==> src/rtl/cpu_types_pkg.sv <==
// Shared types for the cache-to-RAM path: RAM handshake state, data word
// and the memory arbiter FSM encoding.
package cpu_types_pkg;

  typedef logic [31:0] word_t;

  typedef enum logic [1:0] {
    FREE   = 2'd0,
    BUSY   = 2'd1,
    ACCESS = 2'd2,
    ERROR  = 2'd3
  } ramstate_t;

  typedef enum logic [1:0] {
    ARB_IDLE    = 2'd0,
    ARB_GRANT_I = 2'd1,
    ARB_GRANT_D = 2'd2
  } arb_state_t;

endpackage

==> src/rtl/mem_arbiter.sv <==
// Arbitrates icache and dcache requests onto the single RAM port, with data
// priority, bounded instruction starvation, a per-grant timeout and sticky err.
module mem_arbiter
  import cpu_types_pkg::*;
#(
  parameter int    MAX_DSTREAK = 4,
  parameter int    TIMEOUT     = 64,
  parameter word_t ERR_WORD    = 32'hBAD1BAD1
) (
  input  logic      CLK,
  input  logic      RST,
  input  logic      iREN,
  input  word_t     iaddr,
  output logic      iwait,
  output word_t     iload,
  input  logic      dREN,
  input  logic      dWEN,
  input  word_t     daddr,
  input  word_t     dstore,
  output logic      dwait,
  output word_t     dload,
  output logic      ramREN,
  output logic      ramWEN,
  output word_t     ramaddr,
  output word_t     ramstore,
  input  word_t     ramload,
  input  ramstate_t ramstate,
  output logic      err
);

  localparam int TW = $clog2(TIMEOUT) + 1;
  localparam int SW = $clog2(MAX_DSTREAK) + 1;

  arb_state_t      state_q, state_d;
  logic [TW-1:0]   tcount_q, tcount_d;
  logic [SW-1:0]   dstreak_q, dstreak_d;
  logic            err_q, err_d;

  logic hit, fault, expired, dReq;

  assign hit     = (ramstate == ACCESS);
  assign fault   = (ramstate == ERROR);
  assign expired = (tcount_q == TW'(TIMEOUT - 1));
  assign dReq    = dREN | dWEN;
  assign err     = err_q;

  always_comb begin
    state_d   = state_q;
    tcount_d  = tcount_q;
    dstreak_d = dstreak_q;
    err_d     = err_q;
    iwait     = 1'b1;
    dwait     = 1'b1;
    iload     = '0;
    dload     = '0;
    ramREN    = 1'b0;
    ramWEN    = 1'b0;
    ramaddr   = '0;
    ramstore  = '0;

    case (state_q)
      ARB_IDLE: begin
        tcount_d = '0;
        // Data wins unless the icache has already been passed over MAX_DSTREAK times.
        if (dReq && !(iREN && (dstreak_q == SW'(MAX_DSTREAK)))) begin
          state_d = ARB_GRANT_D;
        end else if (iREN) begin
          state_d = ARB_GRANT_I;
        end
      end

      ARB_GRANT_I: begin
        ramREN  = iREN;
        ramaddr = iaddr;
        if (fault) err_d = 1'b1;
        if (!iREN) begin
          state_d = ARB_IDLE;
        end else if (hit || fault || expired) begin
          iwait     = 1'b0;
          iload     = hit ? ramload : ERR_WORD;
          if (!hit) err_d = 1'b1;
          dstreak_d = '0;
          state_d   = ARB_IDLE;
        end else begin
          tcount_d = tcount_q + TW'(1);
        end
      end

      ARB_GRANT_D: begin
        ramREN   = dREN;
        ramWEN   = dWEN;
        ramaddr  = daddr;
        ramstore = dstore;
        if (fault) err_d = 1'b1;
        if (!dReq) begin
          state_d = ARB_IDLE;
        end else if (hit || fault || expired) begin
          dwait = 1'b0;
          if (dREN) dload = hit ? ramload : ERR_WORD;
          if (!hit) err_d = 1'b1;
          if (!iREN) begin
            dstreak_d = '0;
          end else if (dstreak_q != SW'(MAX_DSTREAK)) begin
            dstreak_d = dstreak_q + SW'(1);
          end
          state_d = ARB_IDLE;
        end else begin
          tcount_d = tcount_q + TW'(1);
        end
      end

      default: state_d = ARB_IDLE;
    endcase
  end

  always_ff @(posedge CLK or posedge RST) begin
    if (RST) begin
      state_q   <= ARB_IDLE;
      tcount_q  <= '0;
      dstreak_q <= '0;
      err_q     <= 1'b0;
    end else begin
      state_q   <= state_d;
      tcount_q  <= tcount_d;
      dstreak_q <= dstreak_d;
      err_q     <= err_d;
    end
  end

endmodule

==> config.mk <==
export PLATFORM = sky130hd
export DESIGN_NAME = mem_arbiter
export DESIGN_NICKNAME = d
export VERILOG_FILES = /design/src/rtl/cpu_types_pkg.sv /design/src/rtl/mem_arbiter.sv
export SDC_FILE = /design/constraint.sdc
export NUM_CORES = 1
export LEC_CHECK = 0
export ABC_AREA = 1
export BUFFER_PORTS_ARGS = -buffer_cell sky130_fd_sc_hd__buf_2
export CAP_MARGIN = 20
export CORE_AREA = 2 2 104 106
export DETAILED_ROUTE_END_ITERATION = 6
export DIE_AREA = 0 0 106 108
export SLEW_MARGIN = 10
export SYNTH_ARGS = -nofsm -noshare
export SYNTH_HDL_FRONTEND = slang
export SYNTH_SLANG_ARGS = --single-unit
export TNS_END_PERCENT = 5
==> constraint.sdc <==
create_clock -name CLK -period 1.8 [get_ports CLK]
set_input_delay 0.18 -clock CLK [delete_from_list [all_inputs] [get_ports CLK]]
set_output_delay 0.18 -clock CLK [all_outputs]
set_load 0.005 [all_outputs]
# [Word-level counts from Yosys, hierarchy flattened]
# Cells that the tools add are included.
[totals] regBits=13 inputBits=135 output_inout_bits=133 elab_cells=70
[op_classes] add_sub_neg=2 n_eq_ne=13 mux=40 bitwise_logic=1 n_reduce_logical=10
[ops] operator="two-way mux 32 bit" n=9
[ops] operator="one-hot mux 32 bit (2 select lines)" n=1
[ops] operator="two-way mux 7 bit" n=3
[ops] operator="one-hot mux 7 bit (3 select lines)" n=1
[ops] operator="two-way mux 3 bit" n=6
[ops] operator="two-way mux 1 bit" n=11
[ops] operator="two-way mux 2 bit" n=5
[ops] operator="inequality test 3 bit (second input constant)" n=3
[ops] operator="inequality test 2 bit (second input constant)" n=4
[ops] operator="adder 7 x 1 -> 7 bit (second input constant)" n=1
[ops] operator="== test 7 x 6 -> 1 bit (second input constant)" n=1
[ops] operator="== test 2 bit (second input constant)" n=3
[ops] operator="one-hot mux 2 bit (3 select lines)" n=1
[ops] operator="one-hot mux 3 bit (2 select lines)" n=1
[ops] operator="AND reduction 6 bit" n=1
[ops] operator="one-hot mux 1 bit (2 select lines)" n=2
[ops] operator="adder 3 x 1 -> 3 bit (second input constant)" n=1
[ops] operator="== test 3 bit (second input constant)" n=1
[ops] operator="AND reduction 3 bit" n=1
[ops] operator="nonzero test 3 bit" n=1
[ops] operator="== test 2 x 1 -> 1 bit (second input constant)" n=1
[ops] operator="logical AND 1 bit" n=2
[ops] operator="logical NOT 2 bit" n=1
[ops] operator="logical OR 1 bit" n=2
[ops] operator="other kinds (3)" n=3

# [Depth between registers and ports, before layout]
[depth] ltp_word=6 depth_mapped=10

# [Worst setup path after synthesis]
# Ideal clock, no wire load.
[synth_path] path_kind="reg2out" start="reg state_q[0]" end="out ramREN" arrival_ps=1445 required_ps=1620 setup_slack_ps=175 stages_incl_launch_ff=7 path_buffers=2 cell_sequence="dfrtp_1 -> inv_1 -> ha_1 -> inv_1 -> clkbuf_1 -> buf_2 -> a21oi_1"
[synth_via] elab_chain_len=2
[synth_lines] element="from (decl)" line_no="mem_arbiter.sv:34" text="arb_state_t state_q, state_d;"
[synth_lines] element="from (signal assigned)" line_no="mem_arbiter.sv:123" text="state_q <= state_d;"
[synth_lines] element="== test 2 bit or == test 2 x 1 -> 1 bit (tied branches)" line_no="mem_arbiter.sv:61" text="case (state_q)"
[synth_lines] element="one-hot mux 1 bit (2 select lines) *" line_no="mem_arbiter.sv:61"
[synth_lines] element="to (decl)" line_no="mem_arbiter.sv:22" text="output logic ramREN,"
# Every way passes the cells marked *; elsewhere a longest branch is shown, timed or not.

# [Worst setup path in the final report]
[layout_path] start="reg tcount_q[0]" end="out dload[28]"
[layout_via] elab_chain_len=5
[layout_lines] element="from (decl)" line_no="mem_arbiter.sv:35" text="logic [TW-1:0] tcount_q, tcount_d;"
[layout_lines] element="from (signal assigned)" line_no="mem_arbiter.sv:124" text="tcount_q <= tcount_d;"
[layout_lines] element="== test 7 x 6 -> 1 bit" line_no="mem_arbiter.sv:43" text="assign expired = (tcount_q == TW'(TIMEOUT - 1));"
[layout_lines] element="logical OR 1 bit" line_no="mem_arbiter.sv:97" text="end else if (hit || fault || expired) begin"
[layout_lines] element="two-way mux 32 bit" line_no="mem_arbiter.sv:97"
[layout_lines] element="two-way mux 32 bit" line_no="mem_arbiter.sv:95" text="if (!dReq) begin"
[layout_lines] element="two-way mux 32 bit" line_no="mem_arbiter.sv:61"
[layout_lines] element="to (decl)" line_no="mem_arbiter.sv:21" text="output word_t dload,"
# No other way between the ends.

==> out/qor.yml <==
synth:
  syn_inst: 419
  syn-mean-instance-area_um2: 5.10
  synthAdderAreaFrac_pct: 4.10
  synth_compound_area_share_pct: 9.54
  yosysSeqAreaShare_pct: 15.2
  synth_top_family_by_area: "simple AND/OR/NAND/NOR gates"
  syn_nets: 561
  synthXorXnorAreaFrac_pct: 0.410
  synth_cell_type_count: 24
  ys_warn_count: 0
  ys_ff_latch: 13
  synth_mux_area_share_pct: 0
  syn_area_mm2: 0.00214
  synth_simple_gate_area_share_pct: 54.7
cts:
  insertion_delay_ns: 0.25
  clockRootBuffer: "clkbuf_8"
  cts_tree: "yes"
  clockBufferDepth: 2
  htreeDepth: 1
  cts_sinks: 13
  cts.clk_slew.worst_paths_ns: 0.06
  numCtsBuffers: 3
sta:
  setup_viol: 52
  rsz0062_at_grt: "true"
  fin_setup_tns_ns: -3.71
  final.period_utilization_pct: 108
  slew_viol_final: 0
  max_freq_mhz: 516
  finalCriticalPeriod_ns: 1.94
  relSlewSlack_pct: 64.5
  tightest_slew_ns: 0.532
  setup_ws_ns: -0.138
  hold_viol: 0
  clock-skew-final_ns: 0.00172
worst_setup_path:
  cp.depth: 9
  cp_num_buf_inv: 2
  cp_common_cell: "nand2_4"
  cp_top_family: "simple AND/OR/NAND/NOR gates"
  r2r-end: "state_q[1]$_DFFE_PP0P_"
  startpoint: "tcount_q[0]$_DFFE_PP0P_"
  path_max_fanout: 8
  cp_slowest_stage_delay_ns: 0.40
  crit_path_end: "dload[28]"
  cpMaxStageDelayCell: "dfrtp_1"
  cp_cell_sequence: "ha_4, nand2_4, nor2_4, nand2_2, nand2_4, nand3_4, clkbuf_16, nor2_2, buf_2"
  r2r_start: "state_q[1]$_DFFE_PP0P_"
  r2r_setup_slack_ns: 0.21
  path_class: "reg2out"
  cp-start-kind: "flip-flop"
  reg2reg_depth: 9
  arrival_ns: 1.76
  crit_required_ns: 1.62
  end_kind: "primary output"
flow_run:
  max_cap_violations: 0
route:
  viasPerCell: 4.31
  drt_iter0_drc: 323
  avgRoutedWirePerCell_um: 14.2
  wl_um: 11800
  drtAntennaViolNets: 0
  vias: 3574
  post-route-drc-count: 0
  dr.pass1.iters: 5
run_status:
  status: "complete, but fails checks"
  violations: "setup timing"
cells_and_area:
  syn_to_final_growth_pct: 89.9
  antenna_cells: 0
  nets: 836
  drive_gt1_share_pct: 49.8
floorplan:
  rows: 37
  die_h_um: 108
  dieArea_mm2: 0.0114
  start_util_pct: 20.9
  core_mm2: 0.0102
  fp.dieW_um: 106
  pin_count: 268
pwr:
  intPower_mw: 1.77
  power_frac_clock_pct: 7.6
  net-switching-power_mw: 1.79
  vdd_ir_drop_max_uv: 483
  power.leakage_nw: 2.59
  p_comb_share_pct: 81.2
  pwr-share-seq_pct: 11.2
  cellPowerDensity_mw_per_mm2: 875
  p_sw_share_pct: 50.3
hold_path:
  min_path_type: "in2reg"
  hold_start: "ramstate[1]"
place:
  post-place-ws_ns: 0.0858
  hpwl_um: 8810
  gp_congestion: 0.850
  portBuffers: 267
global_routing:
  grt_pass1_wl_um: 16500
  grt_max_degree: 39
  grt_pass1_vias: 3077
  grt_overflow: 0
  antenna_found_initial: 0
  grt_usage_pct: 18.1
## sequential cells by signal, summed over array words and instances, names as in the netlist
signal and cells:
tcount_q 7, state_q 2, err 1, dstreak_q 3
## per-layer routing
metal / wire [um] / share of wire [%] / GRT usage, % / vias to the layer above
li1: - / - / - / 1822
met1: 5080 / 43 / 24.3 / 1594
met2: 5740 / 49 / 31.5 / 146
met3: 759 / 6.5 / 2.05 / 12
met4: 175 / 1.5 / 3.95 / 0
met5: 0 / 0 / 0 / -
## synthesized netlist by cell type
cell / count / area [um^2]
nand2_1: 160 / 601
nor2_1: 91 / 342
inv_1: 49 / 184
a21oi_1: 35 / 175
nand3_1: 14 / 70.1
dfrtp_1: 13 / 325
buf_2: 12 / 60.1
clkbuf_1: 7 / 26.3
ha_1: 7 / 87.6
nand4_1: 6 / 37.5
buf_6: 4 / 45.0
nor2_2: 4 / 25.0
nand2_4: 3 / 33.8
inv_2: 2 / 7.51
nand3_4: 2 / 35.0
o21bai_1: 2 / 15.0
a21oi_2: 1 / 8.76
buf_12: 1 / 20.0
nand2_2: 1 / 6.26
nand3b_1: 1 / 7.51
nor3_1: 1 / 5.00
nor3b_1: 1 / 7.51
o21ai_0: 1 / 5.00
xnor2_1: 1 / 8.76
## how the worst min path moves through the flow
stage                                           to  slack (ns)  cells after the start
final                              err$_DFFE_PP0P_        0.21                      3
after global routing               err$_DFFE_PP0P_        0.22                      3
after CTS                          err$_DFFE_PP0P_        0.21                      3
after detailed placement  dstreak_q[1]$_DFFE_PP0P_        0.26                      2
after global placement    dstreak_q[1]$_DFFE_PP0P_        0.26                      2
after floorplan           dstreak_q[0]$_DFFE_PP0P_        0.06                      1
## final cells by class
type	count	area, um^2
multi-input cells	333	1650
well taps	136	170
repair buffers	292	1680
clock buffers	4	45.0
fillers	1145	6170
inverters	51	191
flip-flops and latches	13	325
## worst min-delay path: cells and delay by family
family | cells | cell delay (ns)
buf+inv | 1 | 0.09
simple gates | 2 | 0.15
## metrics by stage
stage | util, % | cell area (um^2) | instances | hold slack [ns] | power (mW)
after global routing | 39.7 | 4060 | 829 | 0.224 | 3.87
after CTS | 37.7 | 3860 | 825 | 0.207 | 3.41
after floorplan | - | 2140 | 419 | 0.0570 | 1.76
after global placement | 35.7 | 3650 | 812 | 0.256 | 2.89
after detailed placement | 35.7 | 3650 | 812 | 0.263 | 2.88
final | 39.7 | 4060 | 829 | 0.214 | 3.55
## timing repair
| item | 4_1_cts | 5_1_grt |
|---|---|---|
| endpoints found under the hold margin | 13 | 0 |
| hold buffers | 1 | 0 |
| resized for setup | 5 | 40 |
| setup endpoints to repair | 86 | 106 |
| gates cloned | 3 | 4 |
| buffers inserted | 5 | 0 |
| pin swaps | 2 | 4 |
## power groups by stage
stage / logic (mW) / registers, mW / clock network [mW]
after floorplan: 1.36 / 0.394 / 0
after global placement: 2.49 / 0.397 / 0
after detailed placement: 2.48 / 0.400 / 0
after CTS: 2.75 / 0.385 / 0.276
after global routing: 3.18 / 0.406 / 0.286
final: 2.89 / 0.398 / 0.269
## layout by cell type (no fill, tap or decap), types with 2 or more instances in the layout
cell and n:
o21bai_1 2, a21oi_2 9, bufbuf_16 2, nand3_4 4, nor2_4 5, nor2_2 21
a21oi_1 27, nand2_4 4, nand4_1 6, nand2_1 159, ha_1 4, nor2_1 69
ha_4 2, clkbuf_16 2, dfrtp_1 13, buf_2 267, clkbuf_8 3, nand3_1 14
inv_1 47, buf_4 14, inv_2 4, buf_12 5
## kinds of logic after synthesis
kind of cell,Yosys count
AOI/OAI and AO/OA,39
and+or+nand+nor,284
adders and majority gates,7
DFF,13
buffers and inverters,75
xor gates and xnor gates,1
(Power assumes the default switching activity.)
